## config.mk

```make
export PLATFORM = sky130hd
export DESIGN_NAME = scan_test_ctrl
export DESIGN_NICKNAME = d
export VERILOG_FILES = /design/src/rtl/scan_test_ctrl.sv
export SDC_FILE = /design/constraint.sdc
export NUM_CORES = 1
export LEC_CHECK = 0
export CORE_MARGIN = 2
export CORE_UTILIZATION = 50
export CTS_BUF_LIST = sky130_fd_sc_hd__clkbuf_8
export DETAILED_ROUTE_END_ITERATION = 10
export HOLD_SLACK_MARGIN = 0.06
export PLACE_DENSITY_LB_ADDON = 0.05
export SYNTH_ARGS = -nofsm -noshare
export SYNTH_HDL_FRONTEND = slang
export SYNTH_SLANG_ARGS = --single-unit
```

## constraint.sdc

```tcl
create_clock -name clk -period 5.65 [get_ports clk]
set_clock_uncertainty 0.05 [all_clocks]
set_input_delay 1.13 -clock clk [delete_from_list [all_inputs] [get_ports clk]]
set_output_delay 1.13 -clock clk [all_outputs]
set_load 0.01 [all_outputs]
```

## src/rtl/scan_test_ctrl.sv

```systemverilog
// Scan-test sequencer: shifts stimulus patterns into a DFT scan chain, pulses capture, and
// compares each shifted-out response against its expected vector while the next pattern loads.
module scan_test_ctrl #(
  parameter int unsigned CHAIN_LEN = 3,
  parameter int unsigned CNT_W     = 8
) (
  input  logic                 clk,
  input  logic                 rst_n,
  input  logic                 start,
  input  logic                 pat_valid,
  output logic                 pat_ready,
  input  logic [CHAIN_LEN-1:0] pat_stim,
  input  logic [CHAIN_LEN-1:0] pat_exp,
  input  logic                 pat_last,
  output logic                 scan_en,
  output logic                 scan_in,
  input  logic                 scan_out,
  output logic                 busy,
  output logic                 done,
  output logic                 pass,
  output logic [CNT_W-1:0]     pat_count,
  output logic [CNT_W-1:0]     fail_count
);

  localparam int unsigned IdxW = (CHAIN_LEN > 1) ? $clog2(CHAIN_LEN) : 1;
  localparam logic [IdxW-1:0] LastIdx = IdxW'(CHAIN_LEN - 1);
  localparam logic [CNT_W-1:0] CntMax = '1;

  typedef enum logic [2:0] {
    StIdle,
    StWaitPat,
    StShift,
    StCapture,
    StFlush,
    StDone
  } state_e;

  state_e                state_q, state_d;
  logic [IdxW-1:0]       idx_q, idx_d;
  logic [CHAIN_LEN-1:0]  stim_q, stim_d;
  logic [CHAIN_LEN-1:0]  exp_q, exp_d;
  logic                  last_q, last_d;
  logic [CHAIN_LEN-1:0]  cmp_q, cmp_d;
  logic                  pend_q, pend_d;
  logic                  err_q, err_d;
  logic                  scan_en_q, scan_en_d;
  logic                  scan_in_q, scan_in_d;
  logic                  busy_q, busy_d;
  logic                  done_q, done_d;
  logic                  pass_q, pass_d;
  logic [CNT_W-1:0]      pat_cnt_q, pat_cnt_d;
  logic [CNT_W-1:0]      fail_cnt_q, fail_cnt_d;

  logic mismatch;
  logic err_now;
  logic shift_last;

  always_comb begin
    state_d    = state_q;
    idx_d      = idx_q;
    stim_d     = stim_q;
    exp_d      = exp_q;
    last_d     = last_q;
    cmp_d      = cmp_q;
    pend_d     = pend_q;
    err_d      = err_q;
    scan_in_d  = scan_in_q;
    pat_cnt_d  = pat_cnt_q;
    fail_cnt_d = fail_cnt_q;

    // Response bit under test sits at the MSB of cmp_q; it shifts left with the chain.
    mismatch   = pend_q & (scan_out != cmp_q[CHAIN_LEN-1]);
    err_now    = err_q | mismatch;
    shift_last = (idx_q == LastIdx);

    unique case (state_q)
      StIdle, StDone: begin
        if (start) begin
          state_d    = StWaitPat;
          pat_cnt_d  = '0;
          fail_cnt_d = '0;
          pend_d     = 1'b0;
          err_d      = 1'b0;
        end
      end

      StWaitPat: begin
        if (pat_valid) begin
          state_d   = StShift;
          idx_d     = '0;
          scan_in_d = pat_stim[CHAIN_LEN-1];
          stim_d    = pat_stim << 1;
          exp_d     = pat_exp;
          last_d    = pat_last;
        end
      end

      StShift, StFlush: begin
        if (pend_q) begin
          err_d = err_now;
          cmp_d = cmp_q << 1;
        end
        if (shift_last) begin
          if (pend_q) begin
            if (pat_cnt_q != CntMax) pat_cnt_d = pat_cnt_q + CNT_W'(1);
            if (err_now && (fail_cnt_q != CntMax)) fail_cnt_d = fail_cnt_q + CNT_W'(1);
          end
          if (state_q == StShift) begin
            state_d = StCapture;
          end else begin
            state_d = StDone;
            pend_d  = 1'b0;
          end
        end else begin
          idx_d     = idx_q + IdxW'(1);
          scan_in_d = (state_q == StShift) ? stim_q[CHAIN_LEN-1] : 1'b0;
          stim_d    = stim_q << 1;
        end
      end

      StCapture: begin
        cmp_d   = exp_q;
        pend_d  = 1'b1;
        err_d   = 1'b0;
        idx_d   = '0;
        state_d = last_q ? StFlush : StWaitPat;
      end

      default: state_d = StIdle;
    endcase

    // Outputs are registered, so they are derived from the state being entered.
    scan_en_d = (state_d == StShift) || (state_d == StFlush);
    if (!scan_en_d || (state_d == StFlush)) scan_in_d = 1'b0;
    busy_d    = (state_d != StIdle) && (state_d != StDone);
    done_d    = (state_d == StDone);
    pass_d    = done_d && (fail_cnt_d == '0);
  end

  always_ff @(posedge clk or negedge rst_n) begin
    if (!rst_n) begin
      state_q    <= StIdle;
      idx_q      <= '0;
      stim_q     <= '0;
      exp_q      <= '0;
      last_q     <= 1'b0;
      cmp_q      <= '0;
      pend_q     <= 1'b0;
      err_q      <= 1'b0;
      scan_en_q  <= 1'b0;
      scan_in_q  <= 1'b0;
      busy_q     <= 1'b0;
      done_q     <= 1'b0;
      pass_q     <= 1'b0;
      pat_cnt_q  <= '0;
      fail_cnt_q <= '0;
    end else begin
      state_q    <= state_d;
      idx_q      <= idx_d;
      stim_q     <= stim_d;
      exp_q      <= exp_d;
      last_q     <= last_d;
      cmp_q      <= cmp_d;
      pend_q     <= pend_d;
      err_q      <= err_d;
      scan_en_q  <= scan_en_d;
      scan_in_q  <= scan_in_d;
      busy_q     <= busy_d;
      done_q     <= done_d;
      pass_q     <= pass_d;
      pat_cnt_q  <= pat_cnt_d;
      fail_cnt_q <= fail_cnt_d;
    end
  end

  assign pat_ready  = (state_q == StWaitPat);
  assign scan_en    = scan_en_q;
  assign scan_in    = scan_in_q;
  assign busy       = busy_q;
  assign done       = done_q;
  assign pass       = pass_q;
  assign pat_count  = pat_cnt_q;
  assign fail_count = fail_cnt_q;

endmodule

```

**After elaboration in Yosys (flattened, before gate mapping)**

Cells that the tools add are included.

- $add $sub $neg: 3
- Equal/unequal tests: 22
- Muxes and demuxes: 35
- Bitwise gates (word level): 2
- Reductions and logical operators: 25

Operators with widths:

| operator | count |
|---|---|
| 8-bit 2-to-1 mux | 8 |
| 8-bit case mux with 2 select lines | 2 |
| 3-bit 2-to-1 mux | 8 |
| 8-bit by 1-bit adder with 8-bit output, second input constant | 2 |
| 8-bit != test, second input constant | 2 |
| 2-bit != test, second input constant | 7 |
| 3-bit == test, second input constant | 4 |
| 3-bit case mux with 2 select lines | 2 |
| 3-bit case mux with 4 select lines | 1 |
| 3-bit AND reduction | 4 |
| 3-bit nonzero test | 4 |
| 3-bit by 2-bit == test with 1-bit output, second input constant | 3 |
| 8-bit logical NOT | 1 |
| 1-bit 2-to-1 mux | 8 |
| 3-bit != test, second input constant | 2 |
| 1-bit case mux with 3 select lines | 2 |
| 2-bit case mux with 3 select lines | 1 |
| 2-bit nonzero test | 3 |
| 5-bit AND reduction | 1 |
| 2-bit 2-to-1 mux | 2 |
| 2-bit AND reduction | 2 |
| 4-bit AND reduction | 1 |
| 2-bit OR reduction | 2 |
| 3-bit by 1-bit == test with 1-bit output, second input constant | 1 |
| other kinds (11) | 14 |

- Flip-flop bits (word level): 38
- Input port bits: 12
- Output and inout bits: 22
- Logic and storage cells: 102

**Longest topological paths before layout**

Gate-level depths: netlist of the first run.

- Depth after elaboration: 10
- Depth in mapped cells: 10
- Gate-level depth less buffers: 8

**Worst setup path before layout of the first run**

OpenSTA, ideal clock, no wires.

- Path kind: input port to flip-flop
- From: input scan_out
- To: register pass_q, in the netlist pass
- Data arrival time: 2.476 ns
- Data required time: 5.504 ns
- Slack: 3.028 ns
- Cell stages on the path: 6
- Path buffers: 0
- Path through: xor2_2 > o211ai_4 > o41ai_2 > a21oi_1 > or4_1 > nor4_2

- Longest elaborated chain between the ends: 10

Ends and longest elaborated chain:

| item | RTL line | RTL |
|---|---|---|
| from (decl) | 17 | `input logic scan_out,` |
| 1-bit != test | 72 | `mismatch = pend_q & (scan_out != cmp_q[CHAIN_LEN-1]);` |
| 1-bit bitwise AND | 72 |  |
| 1-bit OR | 73 | `err_now = err_q \| mismatch;` |
| 1-bit logical AND | 106 | `if (err_now && (fail_cnt_q != CntMax)) fail_cnt_d = fail_cnt_q + CNT_W'(1);` |
| 8-bit 2-to-1 mux | 106 |  |
| 8-bit 2-to-1 mux | 104 | `if (pend_q) begin` |
| 8-bit 2-to-1 mux | 103 | `if (shift_last) begin` |
| 8-bit case mux with 2 select lines | 76 | `unique case (state_q)` |
| via fail_cnt_d[6] | 52 | `logic [CNT_W-1:0] fail_cnt_q, fail_cnt_d;` |
| 8-bit logical NOT | 137 | `pass_d = done_d && (fail_cnt_d == '0);` |
| 1-bit logical AND | 137 |  |
| via pass_d | 50 | `logic pass_q, pass_d;` |
| to (signal assigned) | 170 | `pass_q <= pass_d;` |
| to (decl) | 50 |  |

The timed path passes the listed nets, and every way through them passes these cells.
A chain may end at the register's enable or synchronous reset.

**Final worst setup path of the first run**

- From: input start
- To: register pass_q, in the netlist pass

- Longest elaborated chain between the ends: 4
- Elaborated cells on any way between the ends: 7

Ends and longest elaborated chain:

| item | RTL line | RTL |
|---|---|---|
| from (decl) | 9 | `input logic start,` |
| 8-bit 2-to-1 mux | 78 | `if (start) begin` |
| 8-bit case mux with 2 select lines | 76 |  |
| via fail_cnt_d[5] | 52 |  |
| 8-bit logical NOT | 137 |  |
| 1-bit logical AND | 137 |  |
| via pass_d | 50 |  |

The timed path passes the listed nets, and every way through them passes these cells.

==> results.md, run 1 <==
- Status: complete, no violations
- Post-CTS setup buffer count: 0
- Via density: 5.82
- Reg2reg start: state_q[2]$_DFF_PN0_
- Clk_lat worst skew: 290 ps
- Clock Tree Buf Depth: 2
- CTS tree: yes
- RR Endpoint: pass$_DFF_PN0_
- Die W: 68.2 um
- Number of instances in the placed design: 291
- Final min period: 3360 ps
- Final net count: 263
- CP max FO: 11
- Worst Hold Depth: 1
- CP arrival: 3510 ps
- Slew @ Worst Pin: 809 ps
- First-pass GRT wire length: 7.66 mm
- Slew Limit Fails: 0
- Avg Cell Area, Syn: 9.41 um2
- Hold buffer count at cts: 0
- Initial drt markers: 94
- Post-DRT Antenna Nets: 0
- Worst Setup Path Type: primary input to flip-flop
- Post-CTS sizing: 0
- Combinational power share: 41.7%
- Register bit total from synthesis: 37
- Clock sinks: 37
- Sequential Power Share: 39.2%
- Gpl congestion: 0.881
- Die Area: 4650 um2
- Port Buffers: 33
- Largest net degree at the start of global routing: 38
- Vias in the first global route: 1694
- Cell count after synthesis: 219
- Internal reg-to-reg setup slack: 2930 ps
- Sequential cell area: 926 um2
- Pwr Density: 429 nW/um2
- Routed length per instance: 14.9 um
- Int Pwr: 633 uW
- Syn Nets: 234
- Post-synth cell types: 48
- I/O Pins: 34
- Hold Crit Class: flip-flop to flip-flop
- Final Setup Violations: 0
- Hold slack: 434 ps
- NetSw: 434 uW
- Num rows: 23
- Setup TNS after final layout: 0 ps
- Register clock-pin slew on the reported worst setup and hold paths: 70 ps
- Number of max-cap violations: 0
- CP required: 5800 ps
- Fraction of layout cells with a size suffix above 1: 8.84%
- Area growth syn-to-layout: 20.8%
- Number of synthesis warnings: 0
- Post-detail-place hpwl: 3.22 mm
- Core ar.: 3970 um2
- GR Overflow Total: 0
- Crit path launch: start
- ANT cells: 0
- Endpoint class of the critical path: flip-flop
- Critical-path top delay cell: a221oi_2
- DRC Markers: 0
- Max frequency: 298 MHz
- Fillcell total: 344
- WL final: 4.46 mm
- Netlist area before placement: 2060 um2
- Critical Path Start Type: primary input
- Net Sw Frac: 40.6%
- RSZ-0062 raised after global routing: no
- Vias: 1739
- Initial Utilization: 51.9%
- Finished Layout Cells: 299
- Dpl ws: 2020 ps
- Area of the multi-input gates: 1030 um2
- Seq/Total Area, Yosys: 44.9%
- Root Driver: clkbuf_8
- Final hold violation count: 0
- CP peak stage delay: 710 ps
- Clock power frac: 19.2%
- Pleak: 0.00108 uW
- Initial antenna violation count: 0
- Drt pass-1 iters: 4
- R2R depth: 6
- Final Worst Setup Slack: 2290 ps
- Slew Limit Headroom: 45.6%
- Max IR drop VDD: 0.236 mV
- Cts bufs inserted: 5
- H-tree levels: 2
- Crit share post-route: 59.4%
- DIE HEIGHT: 68.2 um
- CP Cell Sequence: clkdlybuf4s50_1 -> nand2_1 -> a221oi_2 -> nand2_1 -> o22a_4 -> or4_1 -> nor4_2
- GRT Overall Usage: 22.5%
- Worst Setup EP: pass$_DFF_PN0_
- Critical path's most frequent cell: nand2_1
[cell usage after synthesis (all sizes together)]
master / n / area [um2]
buf: 8 / 58.8
a21boi: 1 / 7.51
o311ai: 3 / 26.3
and4: 3 / 26.3
a221o: 1 / 10.0
o22ai: 3 / 18.8
o41ai: 1 / 16.3
o31ai: 2 / 15.0
a221oi: 1 / 15.0
mux2i: 4 / 40.0
mux2: 4 / 45.0
or2b: 1 / 8.76
inv: 8 / 30.0
and3: 6 / 37.5
a22o: 2 / 17.5
a31oi: 1 / 6.26
nand2b: 4 / 25.0
xor2: 9 / 86.3
clkbuf: 4 / 15.0
nand4: 6 / 37.5
nand3: 5 / 25.0
o32ai: 1 / 8.76
nor3: 4 / 20.0
or4: 1 / 7.51
a21oi: 15 / 75.1
a22oi: 1 / 7.51
o211ai: 1 / 21.3
a41oi: 3 / 26.3
ha: 3 / 37.5
a211oi: 1 / 7.51
dfrtp: 37 / 926
o21a: 2 / 16.3
o211a: 1 / 10.0
nor4: 1 / 12.5
o21ai: 12 / 60.1
o22a: 1 / 17.5
and2: 5 / 33.8
nand2: 26 / 97.6
a32o: 1 / 10.0
nor2: 26 / 97.6
[through the flow]
step / cell area, um2 / total power [uW] / utilization [%]
CTS: 2490 / 1080 / 62.7
detailed placement: 2390 / 867 / 60.1
floorplan: 2060 / 766 / -
finish: 2490 / 1070 / 62.7
global route: 2490 / 1160 / 62.7
global placement: 2390 / 859 / 60.1
[final cells by class]
cell class              instances  area share [%]
multi-input cells             162            41.4
flip-flops and latches         37            37.2
repair buffers                 34            13.6
clock buffers                   7            3.87
well taps                      50            2.51
inverters                       8            1.21
clock inverters                 1           0.201
[placed cells by master (no fill, tap or decap), drive strengths merged, types with 4 or more instances in the layout]
cell type / instances
inv: 8
xor2: 9
nand4: 6
o21ai: 12
nor2: 26
nor3: 4
clkbuf: 7
dfrtp: 37
nand2b: 4
a21oi: 15
and2: 5
nand3: 5
nand2: 26
clkdlybuf4s50: 33
mux2i: 4
mux2: 4
and3: 6
[state kept, by name, indices dropped and copies added, names as in the netlist, 2 cells and up]
| register | count |
|---|---|
| pat_count | 8 |
| idx_q | 2 |
| cmp_q | 3 |
| exp_q | 3 |
| state_q | 3 |
| stim_q | 2 |
| fail_count | 8 |
[metal layers]
| metal | global-route usage (%) | vias up | share of wire [%] |
|---|---|---|---|
| met5 | 0 | - | 0 |
| met4 | 11.0 | 0 | 1.7 |
| met1 | 27.5 | 837 | 45 |
| met3 | 6.25 | 6 | 5.1 |
| li1 | - | 841 | - |
| met2 | 36.5 | 55 | 49 |
[worst max-delay path: cells and delay by family]
family	cells	cell delay, ps
AND/OR/NAND/NOR	4	910
AO/OA/AOI/OAI	2	920
buffers and inverters	1	550
[power by group through the flow]
stage	combinational, uW	clock, uW	sequential (uW)
4_1_cts	448	211	416
3_5_place_dp	446	0	421
6_report	445	204	418
2_1_floorplan	383	0	383
3_3_place_gp	441	0	419
5_1_grt	505	221	430
[logic make-up (layout without fill, tap and decap cells)]
family          after synthesis  after routing  share of synthesized area [%]
compound gates               54             54                           19.1
fa+ha+maj                     3              3                           1.82
flops                        37             37                           44.9
buf+inv                      20             50                           5.04
xor+xnor                      9              9                           4.19
simple gates                 88             88                           20.8
mux                           8              8                           4.13
[worst min path at each step]
stage,end,slack (ps),from
6_report,idx_q[0]$_DFFE_PN0P_,430,idx_q[0]$_DFFE_PN0P_
5_1_grt,idx_q[0]$_DFFE_PN0P_,460,idx_q[0]$_DFFE_PN0P_
4_1_cts,idx_q[0]$_DFFE_PN0P_,430,idx_q[0]$_DFFE_PN0P_
3_5_place_dp,idx_q[0]$_DFFE_PN0P_,420,idx_q[0]$_DFFE_PN0P_
3_3_place_gp,idx_q[0]$_DFFE_PN0P_,410,idx_q[0]$_DFFE_PN0P_
2_1_floorplan,idx_q[0]$_DFFE_PN0P_,400,idx_q[0]$_DFFE_PN0P_
Note: power is estimated with default switching activity, not from simulation.
==> inputs of run 2 (changes only) <==
==> constraint.sdc (replaced) <==
create_clock -name clk -period 3.1 [get_ports clk]
set_clock_uncertainty 0.05 [all_clocks]
set_input_delay 0.62 -clock clk [delete_from_list [all_inputs] [get_ports clk]]
set_output_delay 0.62 -clock clk [all_outputs]
set_load 0.01 [all_outputs]
==> run 2 against run 1 <==
Worst setup slack lost 1900 ps; clock-buffer cell count shrank 1; core utilization grew 0.19 points; clock power grew 66%; final cell count grew 0.67%.
==> results.md, run 2 (synthesis gave the netlist of run 1 again) <==
- Status: complete, no violations
- Slew @ Worst Pin: 588 ps (-221 ps)
- Fraction of layout cells with a size suffix above 1: 9.16% (+0.33 points)
- Cts bufs inserted: 5 (unchanged)
- Final min period: 2670 ps
- Num rows: 23 (unchanged)
- Fillcell total: 326 (-5.2%)
- H-tree levels: 2 (unchanged)
- First-pass GRT wire length: 7.27 mm (-5.1%)
- Area growth syn-to-layout: 21.1%
- R2R depth: 6 (unchanged)
- GR Overflow Total: 0 (unchanged)
- Hold slack: 447 ps (+13.7 ps)
- Initial Utilization: 51.9% (unchanged)
- Die Area: 4650 um2 (unchanged)
- Slew Limit Fails: 0 (unchanged)
- WL final: 4.38 mm (-1.7%)
- Drt pass-1 iters: 4 (unchanged)
- RSZ-0062 raised after global routing: no
- Endpoint class of the critical path: primary output
- CTS tree: yes
- Die W: 68.2 um (unchanged)
- Gpl congestion: 0.882 (about the same)
- Post-CTS setup buffer count: 0 (unchanged)
- Finished Layout Cells: 301 (+0.67%)
- Final hold violation count: 0 (unchanged)
- GRT Overall Usage: 21.2% (-1.3 points)
- DRC Markers: 0 (unchanged)
- Internal reg-to-reg setup slack: 660 ps (-2270 ps)
- CP arrival: 2000 ps (-1510 ps)
- CP required: 2430 ps (-3370 ps)
- Post-CTS sizing: 0 (unchanged)
- Setup TNS after final layout: 0 ps (unchanged)
- Max IR drop VDD: 0.505 mV (+110%)
- DIE HEIGHT: 68.2 um (unchanged)
- Initial antenna violation count: 0 (unchanged)
- Critical Path Start Type: flip-flop
- Slew Limit Headroom: 60.8% (+15 points)
- Final net count: 266 (+1.1%)
- Vias: 1748 (+0.52%)
- Register clock-pin slew on the reported worst setup and hold paths: 70 ps (about the same)
- ANT cells: 0 (unchanged)
- Min-delay src: idx_q[0]$_DFFE_PN0P_
- Hold Crit Class: flip-flop to flip-flop
- Pwr Density: 781 nW/um2 (+82%)
- Worst Hold Depth: 1 (unchanged)
- Number of max-cap violations: 0 (unchanged)
- Port Buffers: 33 (unchanged)
- Clock Tree Buf Depth: 2 (unchanged)
- Routed length per instance: 14.5 um (-2.4%)
- Hold buffer count at cts: 0 (unchanged)
- Initial drt markers: 108 (+15%)
- Clk_lat worst skew: 290 ps (about the same)
- Core ar.: 3970 um2 (unchanged)
- Clock sinks: 37 (unchanged)
- Hold path endpoint: idx_q[0]$_DFFE_PN0P_
- I/O Pins: 34 (unchanged)
- Post-detail-place hpwl: 3.18 mm (-1.2%)
- Max frequency: 375 MHz
- Core Util, Final: 62.9% (+0.19 points)
- RR Endpoint: pass$_DFF_PN0_
- CP max FO: 16 (+5)
- Most frequent cells in the layout: dfrtp_1 (37), clkdlybuf4s50_1 (33), nand2_1 (26), nor2_1 (26), a21oi_1 (15)
- Worst Setup Path Type: flip-flop to primary output
- Reg2reg start: state_q[2]$_DFF_PN0_
- Via density: 5.81 (-0.15%)
- Pleak: 0.00108 uW (+0.88%)
- Root Driver: clkbuf_8
- Largest net degree at the start of global routing: 38 (unchanged)
- Crit share post-route: 86.0%
- Post-DRT Antenna Nets: 0 (unchanged)
- Most common cell after layout, fill and taps aside: dfrtp_1
- Final Setup Violations: 0 (unchanged)
- Number of instances in the placed design: 294 (+1.0%)
- Vias in the first global route: 1657 (-2.2%)
[run 2: critical path, stage by stage (launching register included)]
cell,delay (ps)
dfrtp_1,570
inv_1,210
nand2_1,90
nor2_1,240
clkdlybuf4s50_1,590
[run 2: power breakdown]
part | switching, uW | internal [uW]
clock network | 166 | 173
registers | 155 | 607
logic | 472 | 377
[run 2: worst max path at each step]
stage	slack (ps)	end	start	cells past startpoint
after floorplan	990	pass$_DFF_PN0_	scan_out	6
after global placement	310	pass$_DFF_PN0_	start	7
after detailed placement	260	pass$_DFF_PN0_	start	7
after CTS	450	pat_ready	state_q[2]$_DFF_PN0_	4
after global routing	290	pat_ready	state_q[2]$_DFF_PN0_	4
final	430	pat_ready	state_q[2]$_DFF_PN0_	4
[run 2: per-layer routing]
layer | track usage, % | wire length [um] | vias up
met5 | 0 | 0 | -
met4 | 9.00 | 85 | 0
met3 | 5.76 | 263 | 7
met2 | 35.8 | 2190 | 71
met1 | 25.5 | 1840 | 826
li1 | - | - | 844
[run 2: final cells by class]
cell class	instances	area [um2]	share of cell area, %
timing repair buffer	37	360	14.4
sequential	37	926	37.1
clock buffer	6	82.6	3.31
multi-input combinational	162	1030	41.3
tap	50	62.6	2.51
inverter	8	30.0	1.20
clock inverter	1	3.75	0.150
[run 2: through the flow]
stage	total power (uW)	instance area [um2]	setup WS, ps
after floorplan	1400	2060	988
after global placement	1600	2410	310
after detailed placement	1620	2410	259
after CTS	1970	2500	446
after global routing	2100	2500	294
final	1950	2500	434
